## config.mk

```make
export PLATFORM = sky130hd
export DESIGN_NAME = muldiv_ctrl
export DESIGN_NICKNAME = d
export VERILOG_FILES = /design/src/rtl/muldiv_ctrl.sv
export SDC_FILE = /design/constraint.sdc
export NUM_CORES = 1
export LEC_CHECK = 0
export ABC_CLOCK_PERIOD_IN_PS = 3480
export CAP_MARGIN = 30
export CORE_MARGIN = 8
export CORE_UTILIZATION = 30
export DETAILED_ROUTE_END_ITERATION = 16
export GPL_TIMING_DRIVEN = 0
export PLACE_DENSITY_LB_ADDON = 0.05
export SLEW_MARGIN = 20
export SYNTH_ARGS = -nofsm -noshare
export SYNTH_HDL_FRONTEND = slang
export SYNTH_SLANG_ARGS = --single-unit
```

## constraint.sdc

```tcl
create_clock -name Clock -period 3.48 [get_ports Clock]
set_input_delay 0.696 -clock Clock [delete_from_list [all_inputs] [get_ports Clock]]
set_output_delay 0.696 -clock Clock [all_outputs]
set_load 0.01 [all_outputs]
```

## src/rtl/muldiv_ctrl.sv

```systemverilog
// -----------------------------------------------------------------------------
// muldiv_ctrl
//
// Controls the multi-cycle multiply and divide datapaths and holds the
// architectural HI/LO registers.
//
// MULT/DIV requests from the control unit are turned into one-cycle start
// pulses for the multiplier or divider. The pipeline is stalled until the
// matching done (Stop) indication arrives or a watchdog expires. A completed
// operation commits its results into HI/LO. MTHI/MTLO writes load HI/LO
// directly, but only when the block is idle.
//
// Handshake semantics (all signals are sampled on the rising edge of Clock):
//   - OpMult/OpDiv are levels. They are examined only in IDLE. While a
//     request is present in IDLE, Stall is high in that same cycle, so the
//     pipeline holds the instruction until the request is taken.
//   - MultStart/DivStart are registered, one-cycle pulses. They are high in
//     the first cycle of the corresponding wait state.
//   - MultStop/DivStop mean "result valid this cycle". They are honoured only
//     in the matching wait state and are ignored everywhere else.
//   - Done/Error are one-cycle pulses. Stall is low in the cycle that carries
//     them, so the held instruction advances and sees the updated HI/LO.
//
// Parameters:
//   WIDTH    operand, HI and LO width
//   TIMEOUT  cycles a wait state may last before the operation is aborted
//            (>= 2)
//
// Ports:
//   Clock, Reset             system clock; asynchronous active-low reset
//   OpMult, OpDiv            multiply / divide request (level)
//   DivisorZero              divisor is zero, qualifies OpDiv
//   HiWrite, LoWrite         MTHI / MTLO strobes
//   WriteData                data for HiWrite / LoWrite
//   MultStop, MultHI/LO      multiplier done flag and results
//   DivStop, DivHI/LO        divider done flag, remainder and quotient
//   MultStart, DivStart      start pulses to the datapaths
//   Stall                    pipeline hold (combinational)
//   Done, Error, ErrCode     completion / abort pulses and abort reason
//   HI, LO                   architectural HI/LO registers
//   DbgState                 current FSM state, for observation
// -----------------------------------------------------------------------------
module muldiv_ctrl #(
  parameter int WIDTH   = 32,
  parameter int TIMEOUT = 64
) (
  input  logic             Clock,
  input  logic             Reset,
  input  logic             OpMult,
  input  logic             OpDiv,
  input  logic             DivisorZero,
  input  logic             HiWrite,
  input  logic             LoWrite,
  input  logic [WIDTH-1:0] WriteData,
  input  logic             MultStop,
  input  logic [WIDTH-1:0] MultHI,
  input  logic [WIDTH-1:0] MultLO,
  input  logic             DivStop,
  input  logic [WIDTH-1:0] DivHI,
  input  logic [WIDTH-1:0] DivLO,
  output logic             MultStart,
  output logic             DivStart,
  output logic             Stall,
  output logic             Done,
  output logic             Error,
  output logic [1:0]       ErrCode,
  output logic [WIDTH-1:0] HI,
  output logic [WIDTH-1:0] LO,
  output logic [2:0]       DbgState
);

  typedef enum logic [2:0] {
    S_IDLE      = 3'd0,
    S_MULT_WAIT = 3'd1,
    S_DIV_WAIT  = 3'd2,
    S_DONE      = 3'd3,
    S_ERR       = 3'd4
  } state_t;

  localparam logic [1:0] ERR_NONE    = 2'b00;
  localparam logic [1:0] ERR_DIV0    = 2'b01;
  localparam logic [1:0] ERR_TIMEOUT = 2'b10;

  // The counter only needs to reach TIMEOUT-1. Once it gets there, the wait
  // state either completes or aborts in that same cycle.
  localparam int             CNT_W    = $clog2(TIMEOUT);
  localparam logic [CNT_W-1:0] CNT_LAST = CNT_W'(TIMEOUT - 1);

  state_t           state;
  logic [CNT_W-1:0] wait_cnt;
  logic             timed_out;

  assign timed_out = (wait_cnt == CNT_LAST);

  // A request in IDLE stalls in its own cycle. This keeps the instruction in
  // place until the FSM has moved into a wait state (or into ERR, for a zero
  // divisor).
  assign Stall = ((state == S_IDLE) && (OpMult || OpDiv)) ||
                 (state == S_MULT_WAIT) ||
                 (state == S_DIV_WAIT);

  assign DbgState = state;

  always_ff @(posedge Clock or negedge Reset) begin
    if (!Reset) begin
      state     <= S_IDLE;
      wait_cnt  <= '0;
      MultStart <= 1'b0;
      DivStart  <= 1'b0;
      Done      <= 1'b0;
      Error     <= 1'b0;
      ErrCode   <= ERR_NONE;
      HI        <= '0;
      LO        <= '0;
    end else begin
      // Every pulse output defaults low. It is raised only on the transition
      // into the state that owns it, which gives exactly one cycle.
      MultStart <= 1'b0;
      DivStart  <= 1'b0;
      Done      <= 1'b0;
      Error     <= 1'b0;
      ErrCode   <= ERR_NONE;

      case (state)
        S_IDLE: begin
          wait_cnt <= '0;
          if (OpMult) begin
            // Multiply takes priority. A divide requested in the same
            // cycle is dropped.
            MultStart <= 1'b1;
            state     <= S_MULT_WAIT;
          end else if (OpDiv && DivisorZero) begin
            // A zero divisor is rejected without starting the divider.
            Error   <= 1'b1;
            ErrCode <= ERR_DIV0;
            state   <= S_ERR;
          end else if (OpDiv) begin
            DivStart <= 1'b1;
            state    <= S_DIV_WAIT;
          end else begin
            // MTHI/MTLO act only when no operation is requested. Both
            // writes may land in the same cycle.
            if (HiWrite) HI <= WriteData;
            if (LoWrite) LO <= WriteData;
          end
        end

        S_MULT_WAIT: begin
          // If the result arrives in the final allowed cycle, it is still
          // taken: Stop is checked before the timeout.
          if (MultStop) begin
            HI       <= MultHI;
            LO       <= MultLO;
            Done     <= 1'b1;
            wait_cnt <= '0;
            state    <= S_DONE;
          end else if (timed_out) begin
            Error    <= 1'b1;
            ErrCode  <= ERR_TIMEOUT;
            wait_cnt <= '0;
            state    <= S_ERR;
          end else begin
            wait_cnt <= wait_cnt + 1'b1;
          end
        end

        S_DIV_WAIT: begin
          if (DivStop) begin
            HI       <= DivHI;
            LO       <= DivLO;
            Done     <= 1'b1;
            wait_cnt <= '0;
            state    <= S_DONE;
          end else if (timed_out) begin
            Error    <= 1'b1;
            ErrCode  <= ERR_TIMEOUT;
            wait_cnt <= '0;
            state    <= S_ERR;
          end else begin
            wait_cnt <= wait_cnt + 1'b1;
          end
        end

        // DONE and ERR last one cycle each. Their pulses were registered on
        // the way in and are cleared by the defaults above.
        S_DONE: state <= S_IDLE;
        S_ERR:  state <= S_IDLE;

        default: begin
          wait_cnt <= '0;
          state    <= S_IDLE;
        end
      endcase
    end
  end

endmodule

```

==> impl_metrics.json, run 1 <==
{
  "critPathLaunchType": "flop",
  "syn_area_um2": 5120,
  "ys_ff_latch": 79,
  "cts-hold-fix-buffers": 0,
  "slew-limit-headroom": 0.525,
  "wirelength_um": 23000,
  "clkSinkCount": 79,
  "met3_usage": 0.0590,
  "tritoncts": "done",
  "fin_area_um2": 8140,
  "p_sw_frac": 0.409,
  "rr_worst_depth": 7,
  "crit_slowest_cell": "clkdlybuf4s50_1",
  "drt_iter0_drc": 321,
  "path_max_fanout": 10,
  "p_comb_frac": 0.623,
  "use_met2": 0.347,
  "final_util": 0.489,
  "setup_ws_ns": 0.247,
  "final_cell_mix": "clkdlybuf4s50_1 (241), dfrtp_1 (79), a21oi_1 (67), o221ai_1 (64), o211ai_1 (64)",
  "start_util": 0.308,
  "drive_above_1_share": 0.113,
  "crit_arrival_ns": 2.54,
  "total_power_w": 0.00681,
  "vias": 5473,
  "hp-class": "input port to async pin",
  "rsz0062_at_grt": "no",
  "clkTransAtPathRegs_ns": 0.06,
  "drt_pass1_iterations": 5,
  "pre_cts_slack_ns": 0.414,
  "ir_worst_vdd_mv": 0.317,
  "p_sw_w": 0.00279,
  "p_int_w": 0.00403,
  "hold_violations": 0,
  "post_drt_wl_per_cell_um": 23.1,
  "drv_slew": 0,
  "chipHeight_um": 147,
  "ant_nets": 0,
  "crit_top_cell": "buf_2",
  "final_cells": 994,
  "critPathKind": "flop to output port",
  "ys_types": 37,
  "antenna_found_initial": 1,
  "fin_skew_ns": 0.00313,
  "clockRootBuffer": "clkbuf_16",
  "cts_buffers": 9,
  "placementRows": 47,
  "ys.warnings.count": 0,
  "htree_levels": 3,
  "busiest_layer": "met2",
  "gp_congestion": 0.826,
  "port_buffers": 242,
  "drc_errors": 0,
  "endpoint_kind": "output port",
  "grt_overflow": 0,
  "p_leak_nw": 2.94,
  "layout_commonest_cell": "clkdlybuf4s50_1",
  "cp.required_ns": 2.78,
  "netlist.area_leader.share": 0.386,
  "crit_chain": "buf_2 > buf_2 > nor4_1 > a211oi_1 > clkdlybuf4s50_1",
  "die-area_um2": 21500,
  "cts_repair_resize_count": 0,
  "power_density_nw_per_um2": 837,
  "pwr-share-seq": 0.235,
  "clockBufferDepth": 2,
  "grt_max_degree": 49,
  "use_met1": 0.257,
  "min_period_ns": 3.23,
  "area_delta_synth_final_pct": 58.9,
  "synth_fp_nets": 686,
  "netlist_instances": 516,
  "grt_pass1_vias": 6024,
  "p_clk_frac": 0.141,
  "setup_viol": 0,
  "period_share": 0.929,
  "tightestPinTransition_ns": 0.713,
  "grt_use_total": 0.210,
  "dp_hpwl_um": 17400,
  "die_w_um": 147,
  "placed_cells": 979,
  "grt_pass1_wl_um": 35300,
  "drv_cap": 0,
  "avgSynthCellArea_um2": 9.93,
  "core_area_um2": 16600,
  "yosys.area.top_type": "dfrtp_1",
  "yosysSeqAreaShare": 0.386,
  "via_per_inst": 5.51,
  "dpl-instance-area_um2": 7850,
  "final_nets": 938,
  "crit_path_max_incr_delay_ns": 0.63,
  "fill_cells": 1558,
  "fmax_mhz": 309,
  "io_pins": 243,
  "yosys-top-cells-area": "dfrtp_1 (39%), o221ai_1 (11%), mux2_2 (9.9%), o211ai_1 (9.4%), a21oi_1 (6.5%)",
  "status": "finished, final reports clean",
  "clock_latency_ns": 0.34,
  "cts_setup_buffers": 0
}
[cell type report]
cell class | count | area, um2 | area share
antenna | 1 | 2.50 | 0.000307
buffer | 49 | 243 | 0.0298
clock buffer | 9 | 225 | 0.0277
clock inverter | 7 | 73.8 | 0.00907
inverter | 5 | 18.8 | 0.00231
multi-input combinational | 381 | 2880 | 0.354
sequential | 79 | 1980 | 0.243
tap | 220 | 275 | 0.0338
timing repair buffer | 243 | 2450 | 0.301
[worst paths after layout]
kind / startpoint / to / slack [ns]
max: DbgState[1] / Stall / 0.25
min: Reset / LO[18] / 0.30
max reg2reg: DbgState[0] / LO[27] / 0.96
min reg2reg: HI[17] / HI[17] / 0.49
max in group asynchronous: Reset / LO[7] / 2.57
min in group Clock: HI[17] / HI[17] / 0.49
[cells by family after synthesis]
family                   synth area share
multiplexers                        0.143
AND/OR/NAND/NOR                     0.120
buffers and inverters              0.0525
adder cells (fa/ha/maj)           0.00244
flip-flops                          0.386
AO/OA/AOI/OAI                       0.296
[power groups by stage]
stage | registers (W) | logic, W | clock network, W
finish | 0.00160 | 0.00424 | 0.000964
global route | 0.00166 | 0.00459 | 0.00102
CTS | 0.00160 | 0.00430 | 0.000990
detailed placement | 0.00162 | 0.00429 | 0
global placement | 0.00160 | 0.00423 | 0
floorplan | 0.00178 | 0.00218 | 0
[state kept, by name, summed over array words and instances, names as in the netlist]
name       flops
HI            32
wait_cnt       6
Done           1
Error          1
DbgState       3
DivStart       1
LO            32
ErrCode        2
MultStart      1
[critical path: cells and delay by family, from the launching register on]
family / cells / cell delay [ns]
buffers and inverters: 3 / 1.25
AO/OA/AOI/OAI: 1 / 0.33
AND/OR/NAND/NOR: 1 / 0.09
flip-flops: 1 / 0.52
[synth_stat cells]
cell type  number
mux2_2         45
ha_1            1
or3_1           2
a2111oi_2       1
and3_1          3
nor2b_1        33
a211oi_1        1
o221ai_1       64
clkbuf_1       29
nor2_1          7
o22ai_1         2
nor3_1          1
nand2b_1       38
o31a_1          1
buf_2          11
o211ai_1       64
o21ai_0         4
nand3_1         3
a21boi_2        2
and2_1          1
dfrtp_1        79
inv_1           5
nor4_1          1
a21oi_1        67
nor3b_1         1
nor4bb_1        1
o21ai_1         1
a22o_1          2
buf_6           6
buf_1           5
a31oi_1         3
a21o_1          2
or3b_2          3
or2_2           1
nand2_1         4
nand3b_1        2
mux2_1         20
[stage by stage]
stage               TNS (ns)  hold WS [ns]
floorplan                  0         0.400
global placement     -109.89         0.468
detailed placement         0         0.479
CTS                        0         0.309
global route               0         0.327
finish                     0         0.302
[routing by layer]
metal  wire length, um  up-vias  part of all wire
li1                  -     2533                 -
met1              9890     2690              0.43
met2             11000      226              0.48
met3              1770       24             0.077
met4               354        0             0.015
met5                 0        -                 0
No activity file was read; power rests on OpenSTA's default activity.
==> run 2, diff against run 1 <==
--- a/config.mk
+++ b/config.mk
@@ -6,9 +6,9 @@
 export NUM_CORES = 1
 export LEC_CHECK = 0
 export ABC_CLOCK_PERIOD_IN_PS = 3480
-export CAP_MARGIN = 30
 export CORE_MARGIN = 8
 export CORE_UTILIZATION = 30
+export CTS_CLUSTER_SIZE = 14
 export DETAILED_ROUTE_END_ITERATION = 16
 export GPL_TIMING_DRIVEN = 0
 export PLACE_DENSITY_LB_ADDON = 0.05
==> impl_metrics.json, run 2 (synthesized netlist as in run 1, its figures left out) <==
{
  "vias": 5473,
  "largest_registers": "HI: 32 flops, LO: 32 flops, wait_cnt: 6 flops",
  "fill_cells": 1558,
  "p_leak_nw": 2.94,
  "grt_max_degree": 49,
  "multi_input_area_um2": 2880,
  "critPathLaunchType": "flop",
  "drc_errors": 0,
  "clockRootBuffer": "clkbuf_16",
  "p_comb_frac": 0.623,
  "ant_nets": 0,
  "setup_ws_ns": 0.247,
  "endpoint_kind": "output port",
  "post_drt_wl_per_cell_um": 23.1,
  "setup_viol": 0,
  "area_delta_synth_final_pct": 58.9,
  "htree_levels": 3,
  "drive_above_1_share": 0.113,
  "cts-hold-fix-buffers": 0,
  "hold-worst-slack_ns": 0.302,
  "hold_violations": 0,
  "pre_cts_slack_ns": 0.414,
  "cp.required_ns": 2.78,
  "cts_setup_buffers": 0,
  "clockBufferDepth": 2,
  "path_max_fanout": 10,
  "grt_use_total": 0.210,
  "slew-limit-headroom": 0.525,
  "grt_pass1_wl_um": 35300,
  "die_w_um": 147,
  "rr_worst_depth": 7,
  "dp_hpwl_um": 17400,
  "p_int_w": 0.00403,
  "rsz0062_at_grt": "no",
  "p_sw_frac": 0.409,
  "cts_buffers": 9,
  "pwr-share-seq": 0.235,
  "wirelength_um": 23000,
  "power_density_nw_per_um2": 837,
  "fmax_mhz": 309,
  "grt_pass1_vias": 6024,
  "placementRows": 47,
  "fin_skew_ns": 0.00313,
  "die-area_um2": 21500,
  "crit_path_max_incr_delay_ns": 0.63,
  "crit_chain": "buf_2 > buf_2 > nor4_1 > a211oi_1 > clkdlybuf4s50_1",
  "p_clk_frac": 0.141,
  "tightestPinTransition_ns": 0.713,
  "drt_iter0_drc": 321,
  "io_pins": 243,
  "period_share": 0.929,
  "r2r_setup_slack_ns": 0.96,
  "port_buffers": 242,
  "regArea_um2": 1980,
  "tritoncts": "done",
  "clkSinkCount": 79,
  "final_cell_mix": "clkdlybuf4s50_1 (241), dfrtp_1 (79), a21oi_1 (67), o221ai_1 (64), o211ai_1 (64)",
  "final_util": 0.489,
  "clkTransAtPathRegs_ns": 0.06,
  "clock_latency_ns": 0.34,
  "gp_congestion": 0.826,
  "crit_slowest_cell": "clkdlybuf4s50_1",
  "crit_top_cell": "buf_2",
  "min_period_ns": 3.23,
  "drv_cap": 0,
  "crit_arrival_ns": 2.54,
  "hp-class": "input port to async pin",
  "layout_commonest_cell": "clkdlybuf4s50_1",
  "start_util": 0.308,
  "drv_slew": 0,
  "grt_overflow": 0,
  "final_nets": 938,
  "antenna_found_initial": 1,
  "ir_worst_vdd_mv": 0.317,
  "cts_repair_resize_count": 0,
  "critPathKind": "flop to output port",
  "r2r-end": "LO[27]",
  "chipHeight_um": 147,
  "core_area_um2": 16600,
  "status": "finished, final reports clean",
  "r2r_start": "DbgState[0]",
  "drt_pass1_iterations": 5,
  "p_sw_w": 0.00279,
  "via_per_inst": 5.51
}
run 2: cell counts in the layout (fill, tap and decap cells not counted):
No cell type changed its count.
run 2: worst max-delay path: cells and delay by family, from the launching register on:
family                 cells  cell delay (ns)
buffers and inverters      3             1.25
DFF                        1             0.52
AOI/OAI and AO/OA          1             0.33
and+or+nand+nor            1             0.09
run 2: final cells by class:
| cell class | instances | area share |
|---|---|---|
| diodes | 1 | 0.000307 |
| well taps | 220 | 0.0338 |
| repair buffers | 243 | 0.301 |
| plain buffers | 49 | 0.0298 |
| inverters | 5 | 0.00231 |
| clock buffers | 9 | 0.0277 |
| clock inverters | 7 | 0.00907 |
| flip-flops and latches | 79 | 0.243 |
| multi-input cells | 381 | 0.354 |
run 2: through the flow:
step           power (W)  std cells  setup TNS, ns  area (um2)
5_1_grt          0.00728        994              0        8140
6_report         0.00681        994              0        8140
4_1_cts          0.00689        995              0        8150
3_3_place_gp     0.00583        978        -109.89        7820
2_1_floorplan    0.00396        516              0        5120
3_5_place_dp     0.00590        979              0        7850
run 2: routing by layer:
metal | part of all wire | GRT usage
met5 | 0 | 0
met4 | 0.015 | 0.0680
met3 | 0.077 | 0.0590
met2 | 0.48 | 0.347
met1 | 0.43 | 0.257
run 2: worst max-delay path by stage:
stage                      startpoint  cells after the start  slack [ns]     to
final                     DbgState[1]                      5        0.25  Stall
after global routing      DbgState[1]                      5         0.1  Stall
after CTS                 DbgState[1]                      5        0.02  Stall
after detailed placement  DbgState[1]                      5        0.41  Stall
after global placement          Reset                      1       -1.40  LO[9]
after floorplan           DbgState[1]                      4        1.35  Stall
run 2: power groups by stage:
stage | logic, W | registers (W) | clock network (W)
3_5_place_dp | 0.00429 | 0.00162 | 0
2_1_floorplan | 0.00218 | 0.00178 | 0
4_1_cts | 0.00430 | 0.00160 | 0.000990
5_1_grt | 0.00459 | 0.00166 | 0.00102
3_3_place_gp | 0.00423 | 0.00160 | 0
6_report | 0.00424 | 0.00160 | 0.000964
==> run 3, diff against run 2 <==
--- a/config.mk
+++ b/config.mk
@@ -16,3 +16,4 @@
 export SYNTH_ARGS = -nofsm -noshare
 export SYNTH_HDL_FRONTEND = slang
 export SYNTH_SLANG_ARGS = --single-unit
+export TNS_END_PERCENT = 20
==> results of run 3 <==
The final DEF is identical to that of run 2; final timing and power are the same.
